$ cat config.mk
export PLATFORM = sky130hd
export DESIGN_NAME = writeback_queue
export DESIGN_NICKNAME = d
export VERILOG_FILES = /design/src/rtl/wb_pkg.sv /design/src/rtl/wb_bypass_cam.sv /design/src/rtl/writeback_queue.sv
export SDC_FILE = /design/constraint.sdc
export NUM_CORES = 1
export LEC_CHECK = 0
export BUFFER_PORTS_ARGS = -buffer_cell sky130_fd_sc_hd__buf_2
export CELL_PAD_IN_SITES_DETAIL_PLACEMENT = 1
export CELL_PAD_IN_SITES_GLOBAL_PLACEMENT = 2
export CORE_MARGIN = 2
export CORE_UTILIZATION = 35
export CTS_CLUSTER_DIAMETER = 80
export DETAILED_ROUTE_END_ITERATION = 8
export PLACE_DENSITY_LB_ADDON = 0.1
export SYNTH_ARGS = -nofsm -noshare
export SYNTH_HDL_FRONTEND = slang
export SYNTH_HIERARCHICAL = 1
export SYNTH_SLANG_ARGS = --single-unit
$ cat constraint.sdc
create_clock -name clk -period 3.95 [get_ports clk]
set_input_delay 0.79 -clock clk [delete_from_list [all_inputs] [get_ports clk]]
set_output_delay 0.79 -clock clk [all_outputs]
set_load 0.1 [all_outputs]
$ cat src/rtl/wb_pkg.sv
// Shared types and sizing for the register write-back queue.
package wb_pkg;
  localparam int WB_DATA_W = 32;
  localparam int WB_ADDR_W = 5;
  localparam int WB_DEPTH  = 4;
  localparam int PTR_W     = $clog2(WB_DEPTH);
  localparam bit DEPTH_OK  = (WB_DEPTH >= 2) && ((WB_DEPTH & (WB_DEPTH - 1)) == 0);

  typedef struct packed {
    logic [WB_ADDR_W-1:0] addr;
    logic [WB_DATA_W-1:0] data;
  } wb_entry_t;
endpackage

$ cat src/rtl/wb_bypass_cam.sv
// Youngest-match lookup over the occupied queue entries for one read port.
module wb_bypass_cam
  import wb_pkg::*;
(
  input  logic [WB_DEPTH-1:0]             occ,
  input  wb_entry_t [WB_DEPTH-1:0]        ent,
  input  logic [PTR_W-1:0]                head,
  input  logic [WB_ADDR_W-1:0]            addr,
  output logic                            hit,
  output logic [WB_DATA_W-1:0]            data
);
  // Walk from oldest to youngest so the last match seen is the youngest.
  always_comb begin
    logic [PTR_W-1:0] idx;
    hit  = 1'b0;
    data = '0;
    idx  = '0;
    for (int k = 0; k < WB_DEPTH; k++) begin
      idx = head + PTR_W'(k);
      if (occ[idx] && ent[idx].addr == addr) begin
        hit  = 1'b1;
        data = ent[idx].data;
      end
    end
  end
endmodule

$ cat src/rtl/writeback_queue.sv
// In-order write-back FIFO between WB and the register bank, with read bypass.
module writeback_queue
  import wb_pkg::*;
#(
  parameter int REGISTER_SIZE = WB_DATA_W,
  parameter int ADDRESS_SIZE  = WB_ADDR_W,
  parameter int DEPTH         = WB_DEPTH
) (
  input  logic                     clk,
  input  logic                     reset,
  input  logic                     mem_valid,
  output logic                     mem_ready,
  input  logic [ADDRESS_SIZE-1:0]  mem_addr,
  input  logic [REGISTER_SIZE-1:0] mem_data,
  input  logic                     alu_valid,
  output logic                     alu_ready,
  input  logic [ADDRESS_SIZE-1:0]  alu_addr,
  input  logic [REGISTER_SIZE-1:0] alu_data,
  output logic                     rf_write,
  output logic [ADDRESS_SIZE-1:0]  rf_addr,
  output logic [REGISTER_SIZE-1:0] rf_data,
  input  logic [ADDRESS_SIZE-1:0]  rd_addr1,
  input  logic [ADDRESS_SIZE-1:0]  rd_addr2,
  output logic                     fwd_hit1,
  output logic [REGISTER_SIZE-1:0] fwd_data1,
  output logic                     fwd_hit2,
  output logic [REGISTER_SIZE-1:0] fwd_data2,
  output logic                     empty,
  output logic                     full
);
  if (!DEPTH_OK || DEPTH != WB_DEPTH || REGISTER_SIZE != WB_DATA_W || ADDRESS_SIZE != WB_ADDR_W)
  begin : g_bad_cfg
    $error("writeback_queue: unsupported configuration");
  end

  wb_entry_t [DEPTH-1:0] ent;
  logic [PTR_W-1:0]      head, tail, alu_slot;
  logic [PTR_W:0]        count, free;
  logic [DEPTH-1:0]      occ;
  logic                  mem_acc, alu_acc;

  // Readiness depends only on registered occupancy; ALU keeps a slot spare for MEM.
  assign free      = (PTR_W+1)'(DEPTH) - count;
  assign mem_ready = free >= (PTR_W+1)'(1);
  assign alu_ready = free >= (PTR_W+1)'(2);
  assign mem_acc   = mem_valid & mem_ready;
  assign alu_acc   = alu_valid & alu_ready;
  assign alu_slot  = tail + PTR_W'(mem_acc);

  assign empty    = (count == '0);
  assign full     = (count == (PTR_W+1)'(DEPTH));
  assign rf_write = !empty;
  assign rf_addr  = empty ? '0 : ent[head].addr;
  assign rf_data  = empty ? '0 : ent[head].data;

  always_ff @(posedge clk) begin
    if (reset) begin
      head  <= '0;
      tail  <= '0;
      count <= '0;
    end else begin
      if (mem_acc) ent[tail]     <= '{addr: mem_addr, data: mem_data};
      if (alu_acc) ent[alu_slot] <= '{addr: alu_addr, data: alu_data};
      tail  <= tail + PTR_W'(mem_acc) + PTR_W'(alu_acc);
      head  <= head + PTR_W'(rf_write);
      count <= count + (PTR_W+1)'(mem_acc) + (PTR_W+1)'(alu_acc) - (PTR_W+1)'(rf_write);
    end
  end

  always_comb begin
    logic [PTR_W-1:0] off;
    occ = '0;
    off = '0;
    for (int i = 0; i < DEPTH; i++) begin
      off    = PTR_W'(i) - head;
      occ[i] = {1'b0, off} < count;
    end
  end

  wb_bypass_cam u_cam1 (.occ(occ), .ent(ent), .head(head), .addr(rd_addr1),
                        .hit(fwd_hit1), .data(fwd_data1));
  wb_bypass_cam u_cam2 (.occ(occ), .ent(ent), .head(head), .addr(rd_addr2),
                        .hit(fwd_hit2), .data(fwd_data2));
endmodule

==> impl_metrics.tcl <==
set metrics [dict create \
    outcome "complete, but fails checks" \
    violations "negative setup slack" \
    worstSetupStartpointType "flip-flop" \
    grt_usage_pct 27.9 \
    yosys.area_share.simple_pct 17.8 \
    final_cells 2946 \
    die_h_um 241 \
    fin_crit_sh_pct 112 \
    antenna_left 0 \
    cp.depth 13 \
    netlist_area_um2 19600 \
    placedCellCount 2863 \
    slew_headroom_pct 16.8 \
    path_buf_inv 3 \
    reg2reg_from "count[0]" \
    yosysSeqAreaShare_pct 23.3 \
    muxShareOfSynthArea_pct 30.4 \
    synth-compound-area-share_pct 17.9 \
    arrival_ns 3.62 \
    setup_viol_count_final 65 \
    die_x_um 241 \
    ys.flop_type "edfxtp_1" \
    fin_skew_ns 0.0135 \
    cap_violations 0 \
    worst_slew_pin_slew_ns 1.25 \
    clkSinkCount 155 \
    stdcell_area_um2 25900 \
    syn-num-nets 2192 \
    crit_type "flip-flop to output pin" \
    synth_xor_xnor_area_share_pct 2.72 \
    synth_common_cells "mux2i_1 (476), nor4_1 (156), o21ai_0 (152)" \
    cp_slowest_stage_delay_ns 0.49 \
    hold_class "input pin to flip-flop" \
    max_clock_freq_mhz 227 \
    layout_min_cycle_time_ns 4.41 \
    gp_congestion 0.820 \
    drt-wirelength-per-cell_um 28.9 \
    vias 19051 \
    grt_max_degree 297 \
    coreArea_um2 55300 \
    rsz0062_at_grt "yes" \
    critPathCaptureType "output pin" \
    start_util_pct 35.5 \
    clk_latency_ns 0.50 \
    critical-path-top-delay-family "compound AO/OA/AOI/OAI gates" \
    synth.distinct_cells 50 \
    rows 86 \
    maxSlewViolCount 0 \
    cts.htree.levels 4 \
    place_area_um2 23400 \
    critPathMaxFanout 8 \
    dp_hpwl_um 51400 \
    first_pass_iters 4 \
    ys_async_sr_fraction_pct 0 \
    io_buffers 195 \
    finalHoldViolCount 0 \
    synth_most_common_cell "mux2i_1" \
    io_pins 196 \
    yosysWarnings 6 \
    synth_area_leaders "mux2i_1 (24%), edfxtp_1 (23%), or3b_1 (6.3%), mux4_2 (6.1%), nor4_1 (5.0%)" \
    synth_top_area_share_pct 24.3 \
    regToRegEndpoint "ent[31]" \
    syn-instance-count 2089 \
    crit_start "head[1]" \
    cts_buffers 17 \
    dr.first_iter.drc_count 1251 \
    fin_ws_ns -0.462 \
    crit_end "fwd_data1[5]" \
    dieArea_um2 58000 \
    cts_tree "done" \
    clockRootBuffer "clkbuf_16" \
    path_clk_slew_ns 0.07 \
    cts_max_path_buffers 2 \
    layout.nets 2286 \
    synth.avg_cell_area_um2 9.40 \
    crit_required_ns 3.16 \
    antenna_found_initial 6 \
    ys_ff_latch 155 \
    grt_overflow 0 \
    drc_errors 0 \
    area_growth_pct 31.8 \
    slowest_stage "mux4_2" \
    yosys.area_share.adder_pct 1.03 \
    path_cells "xnor2_4, inv_2, ha_4, a21o_1, nand2_4, mux4_2, nand4_1, or2_4, nand2_8, buf_6, o221a_1, o22ai_4, buf_12" \
    grt_pass1_wl_um 123000 \
    drive_gt1_share_pct 31.5 \
    via_per_inst 6.47 \
    synth.largest_area_cell "mux2i_1" \
    grt_pass1_vias 19520 \
    r2r_setup_slack_ns 0.32 \
    rr_worst_depth 12 \
    synth_top_family_by_area "multiplexers" \
    wl_um 85100 \
    synth_edf_count 148 \
]
[final cells by class]
class                           count  area (um2)
Clock buffer                       18         429
Tap cell                          748         936
Antenna cell                        3        7.51
Sequential cell                   155        4590
Multi-Input combinational cell   1650       15600
Clock inverter                     13         153
Inverter                           18        71.3
Timing Repair Buffer              341        4110
Fill cell                        6039       29400
[cell families after synthesis]
kind of cell / after synthesis
multiplexers: 531
buffers and inverters: 284
flip-flops: 155
adder cells (fa/ha/maj): 15
AO/OA/AOI/OAI: 518
XOR/XNOR: 61
AND/OR/NAND/NOR: 525
[repair_timing]
action | in CTS | in global routing
pin swaps | 39 | 76
endpoints found under the setup margin | 70 | 68
hold buffers | 0 | 0
cloned | 5 | 12
setup buffers | 19 | 15
gates resized for setup | 90 | 118
[flip-flops by register name (all words and copies together) (netlist names)]
register / count
head: 2
count: 3
tail: 2
ent: 148
[metal layers]
metal  share of wire [%]  GRT usage [%]  wire, um  up-vias
li1                    -              -         -     8541
met1                  45           37.8     38300     9827
met2                  47           45.0     40000      523
met3                 4.3           3.43      3640      156
met4                 3.7           11.6      3180        4
met5               0.032              0        27        -
[placed cells by master, fill, tap and decap left out, types with 6 or more instances in the layout]
master and n:
nor2b_1 54, and2_1 38, buf_6 13, clkbuf_16 29
a211oi_2 57, o221a_2 22, nor4_2 7, or3b_1 142
mux4_2 53, nor2b_2 18, buf_12 111, or3b_2 6
o221a_4 32, nor2_1 66, o221a_1 8, ha_1 10
a211oi_1 7, edfxtp_1 148, mux2i_1 472, o22ai_4 62
nor4_1 149, xnor2_1 57, buf_2 129, a31oi_1 148
buf_4 63, nor3_1 6, buf_16 7, o21ai_0 150
inv_1 13
[stage by stage]
stage,util [%],setup TNS [ns],hold slack [ns],worst slack [ns]
after global placement,42.4,0,0.663,0.0121
after floorplan,-,-1.17,0.589,-0.0195
after global routing,46.8,-31.78,0.613,-0.548
final,46.8,-25.09,0.592,-0.462
after detailed placement,42.4,-0.152,0.664,-0.0205
after CTS,44.9,-25.31,0.556,-0.433
[worst min-delay path by stage]
stage | start | end | cells past startpoint
6_report | reset | head[0] | 2
5_1_grt | reset | head[0] | 2
2_1_floorplan | head[0] | head[0] | 2
3_3_place_gp | count[2] | count[2] | 3
3_5_place_dp | count[2] | count[2] | 3
4_1_cts | reset | head[1] | 2
[worst register-to-register path, delay by kind of cell, from the launching register on]
family	cells	cell delay (ns)
AND/OR/NAND/NOR	4	1.31
adder cells (fa/ha/maj)	3	0.86
buffers and inverters	4	0.64
flip-flops	1	0.42
AO/OA/AOI/OAI	1	0.23
Power is left out: the tool's default activity adds up to more than one toggle a clock period on the data nets, which glitch-free logic cannot reach.
